### config.mk
export PLATFORM = sky130hd
export DESIGN_NAME = udp_rx_parser
export DESIGN_NICKNAME = d
export VERILOG_FILES = /design/src/rtl/udp_rx_parser.sv
export SDC_FILE = /design/constraint.sdc
export NUM_CORES = 1
export LEC_CHECK = 0
export CORE_MARGIN = 1.5
export CORE_UTILIZATION = 35
export CTS_CLUSTER_DIAMETER = 200
export CTS_CLUSTER_SIZE = 28
export DETAILED_ROUTE_END_ITERATION = 7
export HOLD_SLACK_MARGIN = 0.15
export PLACE_DENSITY = 0.52
export SETUP_SLACK_MARGIN = 0.02
export SYNTH_ARGS = -nofsm -noshare
export SYNTH_HDL_FRONTEND = slang
export SYNTH_SLANG_ARGS = --single-unit
### constraint.sdc
create_clock -name clk -period 2.2 [get_ports clk]
set_clock_uncertainty 0.2 [all_clocks]
set_input_delay 0.44 -clock clk [delete_from_list [all_inputs] [get_ports clk]]
set_output_delay 0.44 -clock clk [all_outputs]
set_load 0.02 [all_outputs]
### src/rtl/udp_rx_parser.sv
// udp_rx_parser
//
// Parses the 8-byte UDP header from the IPv4 payload byte stream. It filters
// on the destination port and publishes per-datagram metadata over a
// valid/ready handshake. It then forwards exactly the UDP payload bytes as a
// zero-latency pass-through, with a correct tlast.
//
// Parameters:
//   DATA_WIDTH  stream width in bits; only 8 (one byte per beat) is supported
//   LOCAL_PORT  accepted UDP destination port; 16'h0000 accepts every port
//
// Ports:
//   clk, rst_n          clock, asynchronous active-low reset
//   s_axis_*            IPv4 payload input stream (tdata/tvalid/tready/tlast)
//   m_axis_*            UDP payload output stream (tdata/tvalid/tready/tlast)
//   meta_valid/ready    datagram metadata handshake
//   meta_src_port       UDP source port
//   meta_dst_port       UDP destination port
//   meta_payload_len    UDP length minus 8
//   meta_checksum       raw UDP checksum field
//   err_truncated       one-cycle pulse: input tlast before payload complete
//   err_malformed       one-cycle pulse: runt header or UDP length < 8
//
// Optional build macro:
//   UDP_STATS_EN  adds saturating counters stat_rx_ok[15:0], stat_rx_drop[15:0]

module udp_rx_parser #(
    parameter int unsigned DATA_WIDTH = 8,
    parameter logic [15:0] LOCAL_PORT = 16'h0000
) (
    input  logic                  clk,
    input  logic                  rst_n,
    input  logic [DATA_WIDTH-1:0] s_axis_tdata,
    input  logic                  s_axis_tvalid,
    output logic                  s_axis_tready,
    input  logic                  s_axis_tlast,
    output logic [DATA_WIDTH-1:0] m_axis_tdata,
    output logic                  m_axis_tvalid,
    input  logic                  m_axis_tready,
    output logic                  m_axis_tlast,
    output logic                  meta_valid,
    input  logic                  meta_ready,
    output logic [15:0]           meta_src_port,
    output logic [15:0]           meta_dst_port,
    output logic [15:0]           meta_payload_len,
    output logic [15:0]           meta_checksum,
    output logic                  err_truncated,
    output logic                  err_malformed
`ifdef UDP_STATS_EN
    ,
    output logic [15:0]           stat_rx_ok,
    output logic [15:0]           stat_rx_drop
`endif
);

    typedef enum logic [2:0] {
        S_HDR,
        S_META,
        S_PAYLOAD,
        S_DRAIN,
        S_DROP
    } state_t;

    state_t      state;
    logic [2:0]  hdr_idx;
    logic [55:0] hdr_sr;      // header bytes 0..6, byte 0 in the top octet
    logic        hdr_tlast;   // header byte 7 also ended the IPv4 payload
    logic [15:0] remaining;

    logic [7:0]  in_byte;
    logic        s_fire;
    logic [15:0] hdr_dst_w;
    logic [15:0] hdr_len_w;
    logic        port_ok;

`ifdef UDP_STATS_EN
    logic        ok_evt;
    logic        reject_evt;
`endif

    assign in_byte   = s_axis_tdata[7:0];
    assign s_fire    = s_axis_tvalid && s_axis_tready;
    assign hdr_dst_w = hdr_sr[39:24];
    assign hdr_len_w = hdr_sr[23:8];
    assign port_ok   = (LOCAL_PORT == 16'h0000) || (hdr_dst_w == LOCAL_PORT);

    // Ready and the payload pass-through depend only on state, so the
    // payload path adds no latency.
    always_comb begin
        s_axis_tready = 1'b1;
        m_axis_tdata  = s_axis_tdata;
        m_axis_tvalid = 1'b0;
        m_axis_tlast  = 1'b0;
        unique case (state)
            S_META: begin
                s_axis_tready = 1'b0;
            end
            S_PAYLOAD: begin
                s_axis_tready = m_axis_tready;
                m_axis_tvalid = s_axis_tvalid;
                m_axis_tlast  = (remaining == 16'd1) || s_axis_tlast;
            end
            default: begin
                s_axis_tready = 1'b1;
            end
        endcase
    end

    always_ff @(posedge clk or negedge rst_n) begin
        if (!rst_n) begin
            state            <= S_HDR;
            hdr_idx          <= '0;
            hdr_sr           <= '0;
            hdr_tlast        <= 1'b0;
            remaining        <= '0;
            meta_valid       <= 1'b0;
            meta_src_port    <= '0;
            meta_dst_port    <= '0;
            meta_payload_len <= '0;
            meta_checksum    <= '0;
            err_truncated    <= 1'b0;
            err_malformed    <= 1'b0;
`ifdef UDP_STATS_EN
            ok_evt           <= 1'b0;
            reject_evt       <= 1'b0;
`endif
        end else begin
            err_truncated <= 1'b0;
            err_malformed <= 1'b0;
`ifdef UDP_STATS_EN
            ok_evt        <= 1'b0;
            reject_evt    <= 1'b0;
`endif
            unique case (state)
                S_HDR: begin
                    if (s_fire) begin
                        hdr_sr <= {hdr_sr[47:0], in_byte};
                        if (hdr_idx == 3'd7) begin
                            hdr_idx <= '0;
                            if (hdr_len_w < 16'd8) begin
                                err_malformed <= 1'b1;
                                state         <= s_axis_tlast ? S_HDR : S_DROP;
                            end else if (!port_ok) begin
`ifdef UDP_STATS_EN
                                reject_evt    <= 1'b1;
`endif
                                state         <= s_axis_tlast ? S_HDR : S_DROP;
                            end else begin
                                meta_valid       <= 1'b1;
                                meta_src_port    <= hdr_sr[55:40];
                                meta_dst_port    <= hdr_dst_w;
                                meta_payload_len <= hdr_len_w - 16'd8;
                                meta_checksum    <= {hdr_sr[7:0], in_byte};
                                hdr_tlast        <= s_axis_tlast;
                                state            <= S_META;
                            end
                        end else if (s_axis_tlast) begin
                            // Runt header: restart on the next byte.
                            err_malformed <= 1'b1;
                            hdr_idx       <= '0;
                        end else begin
                            hdr_idx <= hdr_idx + 3'd1;
                        end
                    end
                end

                S_META: begin
                    if (meta_ready) begin
                        meta_valid <= 1'b0;
                        if (meta_payload_len == 16'd0) begin
`ifdef UDP_STATS_EN
                            ok_evt <= 1'b1;
`endif
                            state  <= hdr_tlast ? S_HDR : S_DRAIN;
                        end else if (hdr_tlast) begin
                            // Metadata still goes out, but no payload follows.
                            err_truncated <= 1'b1;
                            state         <= S_HDR;
                        end else begin
                            remaining <= meta_payload_len;
                            state     <= S_PAYLOAD;
                        end
                    end
                end

                S_PAYLOAD: begin
                    if (s_fire) begin
                        remaining <= remaining - 16'd1;
                        if (remaining == 16'd1) begin
`ifdef UDP_STATS_EN
                            ok_evt <= 1'b1;
`endif
                            state  <= s_axis_tlast ? S_HDR : S_DRAIN;
                        end else if (s_axis_tlast) begin
                            err_truncated <= 1'b1;
                            state         <= S_HDR;
                        end
                    end
                end

                S_DRAIN, S_DROP: begin
                    if (s_fire && s_axis_tlast) begin
                        state <= S_HDR;
                    end
                end

                default: begin
                    state <= S_HDR;
                end
            endcase
        end
    end

`ifdef UDP_STATS_EN
    always_ff @(posedge clk or negedge rst_n) begin
        if (!rst_n) begin
            stat_rx_ok   <= '0;
            stat_rx_drop <= '0;
        end else begin
            if (ok_evt && (stat_rx_ok != '1)) begin
                stat_rx_ok <= stat_rx_ok + 16'd1;
            end
            if ((reject_evt || err_truncated || err_malformed) && (stat_rx_drop != '1)) begin
                stat_rx_drop <= stat_rx_drop + 16'd1;
            end
        end
    end
`endif

endmodule

==> summary.md, run 1 <==
| Metric | Value |
|---|---|
| Status | complete, but fails checks |
| Violated checks | negative setup slack |
| GPL Wtd Cong | approximately 0.8 |
| Yosys warns | 0 |
| Minimum clock period | between 2000 and 2500 ps |
| Global routing met2 resource utilization | about 27% |
| Syn_area_per_cell | 10.7 um^2 |
| Power per Cell Area | 1160 nW/um^2 |
| Hold Path Origin | hdr_idx[2] |
| Final wirelength | 16900 um |
| Gate power share | a little over a third |
| Overflow after GRT | 0 |
| Largest net degree at the start of global routing | 60 |
| Ys flop type | dfrtp_1 |
| Global-route wire length before repair | 26500 um |
| GRT met3 Usage | ~4.6% |
| Final Instance Area | 9390 um^2 |
| Cell-internal power | about 7.1 mW |
| Final Max Slew Viols | 0 |
| Cells after synthesis | 627 |
| Most frequent cells in the layout | nand2_1 (182), dfrtp_1 (146), buf_4 (85) |
| Hold Path Depth | 2 |
| R2r startpoint | meta_payload_len[7] |
| Die Wd | between 100 and 150 um |
| Maxcap violations | 0 |
| Final setup violation count | 1 |
| NetSw | 3.79 mW |
| Worst vdd ir | around 0.00056 V |
| Static Leak | approximately 4.7 nW |
| Max Clock Freq | between 0.4 and 0.5 GHz |
| Synth async-reset ratio | 100% |
| Share of cells above drive strength 1 | between 20% and 30% |
| Final cycle utilization of the critical path | 113% |
| CTS root buf | clkbuf_16 |
| Routed Antenna Nets | 0 |
| Commonest non-fill, non-tap cell in the layout | nand2_1 |
| Row count | 50 |
| IO Port Bufs | 91 |
| Cts bufs inserted | 17 |
| Post-synthesis sequential area ratio | between 50% and 60% |
| Setup TNS | -286 ps |
| Worst R2R End | remaining[3] |
| Net Count, Synth | between 600 and 700 |
| Vias | ~5100 |
| Post-Syn Area | around 6700 um^2 |
| Layout overhead on the synthesized area | 39.7% |
| Starting density of the core | a little over a third |
| Distinct cells, synth | 65 |
| Sequential Power Share | ~36% |
| Critical Path RT | 1560 ps |
| Final hold vios | 0 |
| Crit path arrival time | 1850 ps |
| RSZ-0062 raised after global routing | true |
| Pre-antenna DRT Iters | 4 |
| Seq cells post-synth | ~150 |
| FF+latch area | about 3700 um^2 |
| Wirelength per Cell | 16.3 um |
| Worst Hold End | hdr_idx[2] |
| End-of-flow core utilization | between 50 and 60% |
| Number of global-route vias before repair | 5117 |
| CTS Sinks | 146 |
| Crit-path max FO | 2 |
| Chip height | between 100 and 150 um |
| Slew HR | 57.7% |
| Type of the tightest min-delay check | register to register |
| DR iter-0 viols | between 200 and 250 |
| Core area | around 19000 um^2 |
| Flop2flop setup slack | roughly 70 ps |
| EDFF count, synth | 0 |
| Worst setup margin | -286 ps |
| Post-detail-place hpwl | 10800 um |
| Total power | 10.9 mW |
| R2r worst-path depth | 8 |
| Die area | roughly 20000 um^2 |
| Inserted Diodes | 0 |
| Kind of critical path | register to output port |
| CTS max path bufs | 2 |
| Drt via density | 4.87 |
| Fillers | roughly 1700 |
| Initial antenna violation count | 0 |
| Worst-path clk slew | about 60 ps |
| DRC Markers | 0 |
| Sw Ratio | a little over a third |
| Fin nets | 812 |
| Busiest grt layer | met2 |
| Endpoint class of the critical path | output port |
| Worst skew pair latency | around 420 ps |
| Worst Tran Pin Value | between 600 and 700 ps |
| Placed inst area | between 8000 and 9000 um^2 |
| H-tree depth | 4 |
| Gr usage total | between 10% and 20% |
| CP startpoint kind | register |
| Met1 Track Usage GR | a little under a quarter |
| Clock Power Share | ~29% |
| Area occupied by multi-input gates | 2930 um^2 |
| CTS tree | built |
| Ports | 92 |
sequential cells by signal (all words and copies together), names as in the netlist:
name / flops
meta_checksum: 16
hdr_sr: 56
err_truncated: 1
meta_valid: 1
meta_dst_port: 16
remaining: 16
state: 3
meta_payload_len: 16
hdr_tlast: 1
hdr_idx: 3
meta_src_port: 16
err_malformed: 1
repair_timing:
action	4_1_cts	5_1_grt
hold buffers	1	0
pin swaps	1	18
hold endpoints to repair	77	0
cloned	0	3
resized for setup	23	54
setup buffers	1	7
endpoints found under the setup margin	14	84
routing by layer:
layer	vias to the layer above	routed length (um)
li1	2443	-
met1	2511	8140
met2	99	7930
met3	12	736
met4	0	125
met5	-	0
final cells by class:
cell class | count | area share (%)
clock buffer | 20 | 4.86
clock inverter | 11 | 1.89
inverter | 7 | 0.280
multi-input combinational | 430 | 31.2
sequential | 146 | 38.9
tap | 234 | 3.12
timing repair buffer | 191 | 19.7
Yosys cell counts (all sizes together) (4+ instances only):
| cell | instances | area (um^2) |
|---|---|---|
| nand2 | 183 | 687 |
| dfrtp | 146 | 3650 |
| mux2 | 53 | 796 |
| nor2 | 45 | 179 |
| buf | 31 | 245 |
| a21oi | 24 | 124 |
| nor4 | 16 | 143 |
| o21ai | 16 | 80.1 |
| clkbuf | 13 | 51.3 |
| nor3 | 11 | 55.1 |
| inv | 7 | 26.3 |
| nand3 | 6 | 30.0 |
| a31oi | 5 | 37.5 |
| ha | 5 | 62.6 |
| xnor2 | 5 | 43.8 |
| o22ai | 4 | 25.0 |
| xor2 | 4 | 35.0 |
cells by family (layout without fill, tap and decap cells):
logic type	count (synthesis)	after routing	share of synthesized area, %
xor gates and xnor gates	9	9	1.17
AOI/OAI and AO/OA	76	76	7.34
adders and majority gates	5	5	0.931
buffers and inverters	51	229	4.80
and+or+nand+nor	286	286	19.4
muxes	54	54	12.0
DFF	146	146	54.4
worst max-delay path: stages (launching register included):
cell	delay [ps]
dfrtp_1	390
nor4_2	290
buf_4	160
nand4_1	160
nor2b_4	190
nor2_2	120
buf_6	130
power by group through the flow:
stage	Combinational, mW	Clock, mW	Sequential, mW
final	3.81	3.11	3.95
after global routing	4.21	3.31	4.03
after floorplan	2.05	0	3.92
after detailed placement	3.53	0	3.94
after global placement	3.45	0	3.92
after CTS	3.56	3.17	3.92
stage by stage:
stage | cells | hold WS [ps] | setup WS, ps
floorplan | 627 | -55.6 | 78.8
global placement | 997 | 204 | -326
detailed placement | 997 | 203 | -344
CTS | 1030 | 283 | -282
global route | 1039 | 309 | -382
finish | 1039 | 281 | -286
worst max path at each step:
stage	start	cells after the start	slack, ps	to
final	remaining[2]	6	-290	m_axis_tlast
after floorplan	state[0]	5	80	m_axis_tlast
after global placement	remaining[1]	7	-330	m_axis_tlast
after CTS	remaining[2]	6	-280	m_axis_tlast
after detailed placement	remaining[1]	7	-340	m_axis_tlast
after global routing	remaining[2]	6	-380	m_axis_tlast
Power figures use the tool's default switching activity.
==> run 2, diff against run 1 <==
- CTS_CLUSTER_DIAMETER: 200 -> 30
==> results of run 2 <==
The final DEF is identical to that of run 1; final timing and power are the same.
==> run 3, diff against run 2 <==
- CTS_CLUSTER_DIAMETER: 30 -> not set
==> results of run 3 <==
The final DEF is identical to that of run 1; final timing and power are the same.
